$ cat config.mk
export PLATFORM = sky130hd
export DESIGN_NAME = branch_predictor
export DESIGN_NICKNAME = d
export VERILOG_FILES = /design/src/rtl/branch_predictor.sv
export SDC_FILE = /design/constraint.sdc
export NUM_CORES = 1
export LEC_CHECK = 0
export CAP_MARGIN = 20
export CORE_AREA = 2 2 408 248
export DETAILED_ROUTE_END_ITERATION = 8
export DIE_AREA = 0 0 410 250
export HOLD_SLACK_MARGIN = 0.15
export SETUP_SLACK_MARGIN = 0.05
export SYNTH_ARGS = -nofsm -noshare
export SYNTH_HDL_FRONTEND = slang
export SYNTH_SLANG_ARGS = --single-unit
$ cat constraint.sdc
create_clock -name clk -period 5.88 [get_ports clk]
set_clock_uncertainty 0.1 [all_clocks]
set_input_delay 1.176 -clock clk [delete_from_list [all_inputs] [get_ports clk]]
set_output_delay 1.176 -clock clk [all_outputs]
set_load 0.05 [all_outputs]
$ cat src/rtl/branch_predictor.sv
// Direct-mapped BTB with 2-bit saturating direction counters, combinational fetch lookup,
// execute-stage training, mispredict detection and a saturating mispredict statistics counter.
module branch_predictor #(
    parameter int XLEN      = 32,
    parameter int ENTRIES   = 16,
    parameter int CNT_WIDTH = 16
) (
    input  logic                 clk,
    input  logic                 rst,
    input  logic [XLEN-1:0]      PCF,
    output logic                 PredTakenF,
    output logic [XLEN-1:0]      PredTargetF,
    input  logic                 UpdateE,
    input  logic                 IsJumpE,
    input  logic [XLEN-1:0]      PCE,
    input  logic                 TakenE,
    input  logic [XLEN-1:0]      TargetE,
    input  logic                 PredTakenE,
    input  logic [XLEN-1:0]      PredTargetE,
    output logic                 MispredictE,
    output logic [CNT_WIDTH-1:0] MispredCount
);
    localparam int IDX  = $clog2(ENTRIES);
    localparam int TAGW = XLEN - 2 - IDX;

    logic                 r_valid  [ENTRIES];
    logic [TAGW-1:0]      r_tag    [ENTRIES];
    logic [XLEN-1:0]      r_target [ENTRIES];
    logic [1:0]           r_ctr    [ENTRIES];
    logic [CNT_WIDTH-1:0] r_cnt;

    logic [IDX-1:0]  w_fidx, w_eidx;
    logic [TAGW-1:0] w_ftag, w_etag;
    logic            w_fhit, w_ehit;

    assign w_fidx = PCF[IDX+1:2];
    assign w_ftag = PCF[XLEN-1:IDX+2];
    assign w_eidx = PCE[IDX+1:2];
    assign w_etag = PCE[XLEN-1:IDX+2];

    assign w_fhit = r_valid[w_fidx] && (r_tag[w_fidx] == w_ftag);
    assign w_ehit = r_valid[w_eidx] && (r_tag[w_eidx] == w_etag);

    // Lookup reads only registered state, so a same-cycle update is not bypassed.
    assign PredTakenF  = w_fhit && r_ctr[w_fidx][1];
    assign PredTargetF = PredTakenF ? r_target[w_fidx] : '0;

    assign MispredictE = UpdateE && ((PredTakenE != TakenE) ||
                                     (TakenE && (PredTargetE != TargetE)));
    assign MispredCount = r_cnt;

    always_ff @(posedge clk) begin
        if (rst) begin
            for (int unsigned i = 0; i < ENTRIES; i++) begin
                r_valid[i] <= 1'b0;
                r_ctr[i]   <= 2'b01;
            end
            r_cnt <= '0;
        end else begin
            if (MispredictE && (r_cnt != '1))
                r_cnt <= r_cnt + CNT_WIDTH'(1);
            if (UpdateE) begin
                if (w_ehit) begin
                    if (IsJumpE) begin
                        r_ctr[w_eidx]    <= 2'b11;
                        r_target[w_eidx] <= TargetE;
                    end else if (TakenE) begin
                        if (r_ctr[w_eidx] != 2'b11)
                            r_ctr[w_eidx] <= r_ctr[w_eidx] + 2'd1;
                        r_target[w_eidx] <= TargetE;
                    end else if (r_ctr[w_eidx] != 2'b00) begin
                        r_ctr[w_eidx] <= r_ctr[w_eidx] - 2'd1;
                    end
                end else if (TakenE) begin
                    // Taken miss evicts whatever alias occupies the slot.
                    r_valid[w_eidx]  <= 1'b1;
                    r_tag[w_eidx]    <= w_etag;
                    r_target[w_eidx] <= TargetE;
                    r_ctr[w_eidx]    <= IsJumpE ? 2'b11 : 2'b10;
                end
            end
        end
    end
endmodule

==> qor.yml, run 1 <==
run_status:
  status: "completed"
logic_synthesis:
  yosysSeqAreaShare_pct: 68.3
  syn_area_um2: 43200
  synth_ff_type: "edfxtp_1"
  syn_nets: 2323
  syn_inst: 2186
  ys_ff_latch: 992
  avgSynthCellArea_um2: 19.8
  synth-async-reset-ratio_pct: 0
  synth-warning-count: 0
  synth_edf_count: 960
  synth.distinct_cells: 61
detailed_routing:
  drtIter0Drc: 2902
  drc: 0
  highest_layer: "met5"
  antenna_left: 0
  dr_total_vias: 24100
  wl_met2_mm: 52.6
  wl_mm: 121
  met1_length_mm: 52.5
  wl_per_cell_um: 31.0
  viasPerCell: 6.14
  first_pass_iters: 6
  wl_met3_mm: 13.7
cts:
  cts.clk_slew.worst_paths_ns: 0.06
  post_cts_buffers: 0
  cts_buffers: 92
  htree_levels: 3
  clk-insertion-delay-late_ns: 0.72
  ctsRootBufferMaster: "clkbuf_16"
  cts_sinks: 992
  clk_path_buf_depth: 3
  cts_tree: "yes"
  hold_buffers: 0
placement:
  port_buffers: 179
  place_congestion: 0.905
  place_area_um2: 48600
  hpwl_mm: 76.0
  dp_cells: 3741
setup_path:
  start_kind: "input port"
  crit_path_max_fanout: 33
  worstPathCellList: "buf_16 -> buf_4 -> mux4_2 -> mux4_2 -> xnor2_1 -> buf_4 -> nand4_1 -> nor2_2 -> nand4_1 -> buf_12 -> nor2b_1 -> buf_12"
  arrival_ns: 4.43
  end_kind: "output pin"
  worstSetupPathType: "input port to output pin"
  r2r_start: "r_tag[15][14]"
  path_buf_inv: 5
  r2r_cells: 12
  cp.required_ns: 4.60
  path_delay_family: "buffers and inverters"
  timing.rr.end: "r_target[4][4]"
  r2r_slack_ns: 1.52
  slowest_stage: "mux4_2"
  slowest_delay_ns: 0.53
global_routing:
  antenna_found_initial: 3
  grt_use_total_pct: 23.7
  grt_pass1_vias: 24500
  grt_max_degree: 102
  gr-total-overflow: 0
  grt_pass1_wl_mm: 173
floorplan:
  die_x_um: 410
  start_util_pct: 43.5
  coreArea_um2: 99200
  dieArea_um2: 103000
  die_y_um: 250
  io_pins: 184
  floorplan.rows: 90
worst_hold_path:
  whs_endpoint: "r_valid[5]"
  min_path_cells: 2
  worstHoldStart: "r_valid[5]"
  worstHoldPathType: "register to register"
sta:
  min_period_ns: 5.70
  rsz0062_at_grt: "false"
  hold_violations: 0
  report.final.setup_viol: 0
  fin_setup_tns_ns: 0
  worst_pin_slew_ns: 1.11
  max_freq_mhz: 175
  max_slew_margin_pct: 25.7
  fin_crit_sh_pct: 97.0
  maxSlewViolCount: 0
final_layout:
  design_area_um2: 51700
  fin_cells: 3917
  fillers: 7697
  final_nets: 2641
  drive_gt1_share_pct: 30.5
  multi_input_area_um2: 13300
  regArea_um2: 29500
  synthToLayoutAreaGrowth_pct: 19.8
  final_core_util_pct: 52.2
power_and_ir_drop:
  p_leak_uw: 0.0166
  ir_drop_v: 0.000224
  powerDensity_nw_per_um2: 290
flow_run:
  max_cap_violations: 0
## cells in the mapped netlist, types with 27 or more instances
master | number | share of area, %
nand2_1 | 54 | 0.47
edfxtp_1 | 960 | 67
mux2i_1 | 116 | 2.7
clkbuf_1 | 64 | 0.56
a22oi_1 | 27 | 0.47
mux4_2 | 370 | 19
nor2b_1 | 39 | 0.57
xnor2_1 | 51 | 1.0
inv_1 | 36 | 0.31
nor2_1 | 85 | 0.74
buf_1 | 27 | 0.23
xor2_1 | 45 | 0.91
dfxtp_1 | 32 | 1.5
## metrics by stage
| stage | hold slack (ns) | setup WS (ns) | total power (µW) |
|---|---|---|---|
| 6_report | 0.397 | 0.176 | 15000 |
| 5_1_grt | 0.416 | 0.0509 | 15500 |
| 4_1_cts | 0.388 | 0.0511 | 15100 |
| 3_5_place_dp | 0.379 | -0.197 | 9180 |
| 3_3_place_gp | 0.372 | -0.129 | 9160 |
| 2_1_floorplan | 0.361 | 0.0729 | 8630 |
## area by class of cell
type | instances | area share, %
antenna | 3 | 0.0145
clock inverter | 55 | 1.07
tap | 1334 | 3.23
timing repair buffer | 356 | 8.13
sequential | 992 | 56.9
inverter | 39 | 0.283
multi-input combinational | 1023 | 25.6
clock buffer | 115 | 4.69
## cell usage in the layout, fill, tap and decap left out, drive strengths merged, types with 32 or more instances in the layout
cell type        n
buf            215
mux4           370
nor2            85
clkdlybuf4s50  137
clkbuf         118
inv             41
nand2           54
xnor2           51
nor2b           39
dfxtp           32
mux2i          116
edfxtp         960
xor2            45
clkinv          39
## worst min-delay path: cells and delay by family (launching register included)
kind                   cells  cell delay, ns
DFF                        1            0.32
buffers and inverters      1            0.05
AOI/OAI and AO/OA          1            0.07
## how the worst max path moves through the flow
stage / startpoint / end / slack, ns / depth (start not counted)
2_1_floorplan: PCF[2] / PredTargetF[11] / 0.07 / 9
3_3_place_gp: PCF[2] / PredTargetF[22] / -0.13 / 12
3_5_place_dp: PCF[2] / PredTargetF[14] / -0.20 / 12
4_1_cts: PCF[2] / PredTargetF[25] / 0.05 / 13
5_1_grt: PCF[2] / PredTargetF[25] / 0.05 / 13
6_report: PCF[2] / PredTargetF[16] / 0.18 / 12
## logic make-up (layout without fill, tap and decap cells)
kind of cell	Yosys count	after routing	synth area share [%]
flops	992	992	68.3
mux	494	494	22.2
simple gates	272	272	3.08
buf+inv	171	565	1.75
compound gates	158	158	2.69
xor+xnor	96	96	1.95
fa+ha+maj	3	3	0.0869
other cells	0	3	0
## state kept, by name, indices dropped and copies added, names as in the netlist
signal and flops:
r_target 512, r_tag 416, r_ctr 32, MispredCount 16
r_valid 16
## timing repair
| action | in CTS | in global routing |
|---|---|---|
| endpoints found under the setup margin | 33 | 32 |
| gates cloned | 1 | 1 |
| pin swaps | 0 | 1 |
| resized for setup | 10 | 5 |
## metal layers
| metal | GRT usage, % | vias to the layer above |
|---|---|---|
| met2 | 33.5 | 1220 |
| met3 | 8.16 | 182 |
| met4 | 5.28 | 2 |
| met1 | 35.3 | 12800 |
| li1 | - | 9813 |
| met5 | 0 | - |
## where the power goes
group	switching (µW)	leakage, µW	internal, µW
Sequential	22.6	0.00892	7810
Combinational	674	0.00620	557
Clock	2700	0.00143	3270
Power figures use the tool's default switching activity.
==> inputs of run 2 (changes only) <==
CAP_MARGIN = default   (was 20)
CORE_AREA = 8 8 414 254   (was 2 2 408 248)
DIE_AREA = 0 0 422 262   (was 0 0 410 250)
==> run 2 against run 1 <==
Design area decreased by 0.47%. Sequential power about the same. Die area increased by 7.9%. Combinational power about the same. Critical endpoint is now PredTargetF[4]. Largest cell class unchanged. Largest power group unchanged. Highest routed layer unchanged.
==> qor.yml, run 2 (synthesized netlist as in run 1, its figures left out) <==
final_layout:
  final_nets: 2624
  fillers: 7773
  final_core_util_pct: 51.9
  layout_commonest_cell: "edfxtp_1"
  top_register: "r_target"
  largest_register_ffs: 512
  drive_gt1_share_pct: 29.8
  design_area_um2: 51500
  synthToLayoutAreaGrowth_pct: 19.3
  mostFrequentLayoutCells: "edfxtp_1, mux4_2, clkdlybuf4s50_1"
  regArea_um2: 29500
  largestRegisters: "r_target (512), r_tag (416), r_ctr (32)"
  multi_input_area_um2: 13200
floorplan:
  start_util_pct: 43.5
  io_pins: 184
  coreArea_um2: 99300
  die_x_um: 422
  floorplan.rows: 90
  die_y_um: 262
  dieArea_um2: 111000
detailed_routing:
  first_pass_iters: 5
  drc: 0
  dr_total_vias: 24100
  wl_per_cell_um: 31.2
  antenna_left: 0
  viasPerCell: 6.17
  drtIter0Drc: 2930
  wl_mm: 122
setup_path:
  arrival_ns: 4.43
  cp_common_cell: "buf_4"
  path_buf_inv: 6
  worstPathCellList: "buf_16 -> buf_4 -> mux4_2 -> mux4_2 -> xnor2_1 -> buf_4 -> nand4_1 -> nor3_1 -> buf_4 -> nand4_1 -> buf_12 -> nor2b_1 -> buf_12"
  slowest_stage: "mux4_2"
  start_kind: "input port"
  path_delay_family: "buffers and inverters"
  worstSetupPathType: "input port to output pin"
  slowest_delay_ns: 0.49
  end_kind: "output pin"
  cp.required_ns: 4.60
  crit_path_max_fanout: 33
cts:
  cts_buffers: 95
  htree_levels: 3
  cts_sinks: 992
  clk_path_buf_depth: 3
  cts.clk_slew.worst_paths_ns: 0.06
  post_cts_buffers: 0
  cts_tree: "yes"
  ctsRootBufferMaster: "clkbuf_16"
  clk-insertion-delay-late_ns: 0.70
global_routing:
  antenna_found_initial: 6
  grt_max_degree: 105
  gr-total-overflow: 0
  grt_use_total_pct: 21.6
  grt_pass1_wl_mm: 174
  grt_pass1_vias: 24200
placement:
  place_congestion: 0.869
  place_worst_setup_slack_ns: -0.00997
  port_buffers: 179
  place_area_um2: 48500
  hpwl_mm: 75.9
sta:
  min_period_ns: 5.70
  max_freq_mhz: 175
  fin_ws_ns: 0.177
  hold_violations: 0
  max_slew_margin_pct: 21.9
  fin_crit_sh_pct: 97.0
  worst_pin_slew_ns: 1.17
  rsz0062_at_grt: "false"
  maxSlewViolCount: 0
  report.final.setup_viol: 0
worst_hold_path:
  worstHoldPathType: "register to register"
power_and_ir_drop:
  swShare_pct: 22.6
  p_leak_uw: 0.0164
  ir_drop_v: 0.000209
  powerDensity_nw_per_um2: 290
  p_seq_share_pct: 52.3
  power.internal_uw: 11600
  power_frac_comb_pct: 8.0
  clkPwrFrac_pct: 39.6
  netSwitchingPower_uw: 3380
run_status:
  status: "completed"
flow_run:
  max_cap_violations: 0
-- run 2: changes by cell type in the layout (fill, tap and decap cells not counted), moves of 2 or more --
| cell | before | now |
|---|---|---|
| buf_4 | 122 | 104 |
| clkbuf_8 | 6 | 2 |
| inv_6 | 1 | 5 |
| clkbuf_1 | 19 | 16 |
| clkbuf_16 | 93 | 96 |
| clkinv_2 | 14 | 17 |
| nor2b_1 | 34 | 37 |
| nor2b_2 | 5 | 2 |
| xnor2_1 | 48 | 51 |
| xnor2_2 | 3 | 0 |
| bufinv_16 | 7 | 5 |
| clkinv_4 | 1 | 3 |
| clkinv_8 | 2 | 0 |
-- run 2: metrics by stage --
step / TNS (ns) / hold WS (ns) / power, µW / instances
finish: 0 / 0.389 / 15000 / 3897
global route: 0 / 0.413 / 15400 / 3897
CTS: 0 / 0.387 / 15100 / 3894
detailed placement: -0.0175 / 0.376 / 9170 / 3723
global placement: -0.538 / 0.370 / 9150 / 3723
floorplan: 0 / 0.361 / 8630 / 2186
-- run 2: worst paths after layout --
check | from | to | slack [ns] | cells past startpoint
min reg2reg | r_valid[14] | r_valid[14] | 0.39 | 2
min | r_valid[14] | r_valid[14] | 0.39 | 2
max reg2reg | r_tag[10][25] | r_target[9][26] | 1.51 | 11
max | PCF[2] | PredTargetF[4] | 0.18 | 13
-- run 2: layout make-up --
type | count | share of cell area (%)
repair buffers | 336 | 7.80
multi-input cells | 1023 | 25.7
clock buffers | 112 | 4.76
diodes | 2 | 0.00972
flip-flops and latches | 992 | 57.2
inverters | 39 | 0.284
well taps | 1334 | 3.24
clock inverters | 59 | 1.01
-- run 2: worst reg2reg max path: stages (launching register included) --
cell and delay [ns]:
edfxtp_1 0.38, mux4_2 0.52, mux4_2 0.51, xor2_1 0.16, nor2_1 0.13, o2111ai_1 0.31, or4b_1 0.77, nor3_1 0.19
buf_4 0.15, a21oi_4 0.26, nor2_4 0.23, buf_12 0.29
-- run 2: power by group through the flow --
stage / clock network [µW] / logic [µW] / registers (µW)
after floorplan: 0 / 651 / 7980
after global placement: 0 / 1170 / 7980
after detailed placement: 0 / 1190 / 7980
after CTS: 6070 / 1200 / 7830
after global routing: 6300 / 1270 / 7830
final: 5930 / 1200 / 7830
-- run 2: metal layers --
metal  wire length [µm]  vias to the layer above  GRT usage, %  share of wire (%)
li1                   -                     9759             -                  -
met1              53400                    12900          32.4                 44
met2              54200                     1236          32.0                 45
met3              11900                      166          5.61                9.8
met4               2230                        4          4.52                1.8
met5                 22                        -             0              0.018
-- run 2: timing repair --
| item | 4_1_cts | 5_1_grt |
|---|---|---|
| endpoints found under the hold margin | 0 | 0 |
| hold buffers | 0 | 0 |
| gates cloned | 0 | 1 |
| endpoints found under the setup margin | 32 | 32 |
| gates resized for setup | 2 | 1 |
==> inputs of run 3 (changes only) <==
MAX_ROUTING_LAYER = met4   (was default)
RECOVER_POWER = 100   (was default)
==> run 3 against run 2 <==
Largest power group unchanged. Sequential cell count is the same. Via count is 0.12% lower. Largest cell class unchanged. Sequential power about the same.
==> qor.yml, run 3 (synthesized netlist as in run 1, its figures left out) <==
sta:
  report.final.setup_viol: 0
  rsz0062_at_grt: "false"
  fin_crit_sh_pct: 98.1
  max_slew_margin_pct: 5.13
  whs_ns: 0.389
  min_period_ns: 5.77
  maxSlewViolCount: 0
  hold_violations: 0
  max_freq_mhz: 173
  worst_pin_slew_ns: 1.42
setup_path:
  worstPathCellList: "clkbuf_2 -> nor2b_2 -> buf_4 -> buf_4 -> a22oi_1 -> nand2_1 -> a21oi_1 -> a41o_1 -> nand2_1 -> or3_1 -> nand2_2 -> buf_12 -> nor2_1 -> clkbuf_4"
  start_kind: "input port"
  path_delay_family: "buffers and inverters"
  r2r_slack_ns: 1.36
  slowest_delay_ns: 1.00
  crit_path_max_fanout: 37
  arrival_ns: 6.02
  timing.rr.end: "r_tag[3][7]"
  worstSetupPathType: "input port to register"
  r2r_cells: 11
  r2r_start: "r_tag[8][25]"
  path_buf_inv: 5
  slowest_stage: "clkbuf_2"
  end_kind: "register"
  cp.required_ns: 6.13
cts:
  cts_buffers: 95
  clk_path_buf_depth: 3
  ctsRootBufferMaster: "clkbuf_16"
  clk-insertion-delay-late_ns: 0.70
  cts.clk_slew.worst_paths_ns: 0.06
  cts_sinks: 992
  post_cts_buffers: 0
  hold_buffers: 0
  cts_tree: "yes"
  htree_levels: 3
floorplan:
  die_y_um: 262
  io_pins: 184
  die_x_um: 422
  dieArea_um2: 111000
  floorplan.rows: 90
  coreArea_um2: 99300
  start_util_pct: 43.5
worst_hold_path:
  worstHoldPathType: "register to register"
  min_path_cells: 2
  worstHoldStart: "r_valid[14]"
  whs_endpoint: "r_valid[14]"
power_and_ir_drop:
  p_total_uw: 15000
  ir_drop_v: 0.000208
  p_leak_uw: 0.0163
  powerDensity_nw_per_um2: 295
placement:
  place_congestion: 0.883
  hpwl_mm: 75.9
  port_buffers: 179
global_routing:
  grt_pass1_wl_mm: 174
  grt_max_degree: 105
  gr-total-overflow: 0
  grt_use_total_pct: 22.2
  grt_pass1_vias: 24300
  antenna_found_initial: 9
final_layout:
  final_nets: 2624
  layout_commonest_cell: "edfxtp_1"
  fillers: 7913
  largest_register_ffs: 512
  synthToLayoutAreaGrowth_pct: 17.3
  multi_input_area_um2: 13100
  mostFrequentLayoutCells: "edfxtp_1, mux4_2, mux2i_1"
  drive_gt1_share_pct: 28.3
  top_register: "r_target"
  regArea_um2: 29500
  largestRegisters: "r_target (512), r_tag (416), r_ctr (32)"
detailed_routing:
  wl_mm: 122
  drtIter0Drc: 2683
  wl_per_cell_um: 31.2
  dr_total_vias: 24000
  viasPerCell: 6.16
  first_pass_iters: 7
  antenna_left: 0
  drc: 0
flow_run:
  max_cap_violations: 0
run_status:
  status: "completed"
==> run 3: cell count changes in the layout (fill, tap and decap cells not counted), moves of 19 or more <==
cell / previous run / this run
buf_4: 104 / 76
clkbuf_2: 0 / 30
clkdlybuf4s50_1: 137 / 63
nor2_4: 32 / 13
buf_12: 88 / 42
clkbuf_1: 16 / 37
dlygate4sd3_1: 0 / 74
==> run 3: worst reg2reg max path, stage by stage (launching register included) <==
cell and delay, ns:
edfxtp_1 0.39, mux4_2 0.52, mux4_2 0.51, xor2_1 0.16, nor2_1 0.13, o2111ai_1 0.29
or4b_1 0.78, or3_1 0.45, nand2_2 0.20, buf_12 0.19, nor2_1 0.19, clkbuf_4 0.32
==> run 3: metrics by stage <==
stage | setup TNS [ns] | setup slack (ns) | cell area (µm²) | std cells | util, %
floorplan | 0 | 0.0729 | 43200 | 2186 | -
global placement | -0.538 | -0.0341 | 48500 | 3723 | 48.8
detailed placement | -0.0175 | -0.00997 | 48500 | 3723 | 48.8
CTS | 0 | 0.0712 | 51500 | 3894 | 51.8
global route | 0 | 0.0413 | 50700 | 3900 | 51.0
finish | 0 | 0.111 | 50700 | 3902 | 51.0
==> run 3: area by class of cell <==
type	count	area share (%)
multi-input combinational	1023	25.8
sequential	992	58.2
timing repair buffer	336	6.53
clock buffer	112	4.84
antenna	7	0.0346
tap	1334	3.29
inverter	39	0.289
clock inverter	59	1.03
==> run 3: worst max-delay path by stage <==
stage,cells after the start,from,endpoint
2_1_floorplan,9,PCF[2],PredTargetF[11]
3_3_place_gp,13,PCF[2],PredTargetF[12]
3_5_place_dp,13,PCF[2],PredTargetF[4]
4_1_cts,13,PCF[2],PredTargetF[14]
5_1_grt,12,PCE[2],r_target[11][4]
6_report,14,PCE[2],r_tag[3][7]
==> run 3: power by group <==
group,leakage (µW),internal [µW],switching [µW]
sequential,0.00892,7810,23.1
combinational,0.00590,526,654
clock,0.00144,3230,2710
==> run 3: per-layer routing <==
layer  part of all wire, %  GRT usage [%]
met1                    44           32.5
met2                    44           32.0
met3                   9.7           5.41
met4                   1.8           4.62
met5                     0              -
==> run 3: timing repair <==
item,in CTS,in global routing
setup endpoints to repair,32,32
gates cloned,0,1
gates resized for setup,2,1
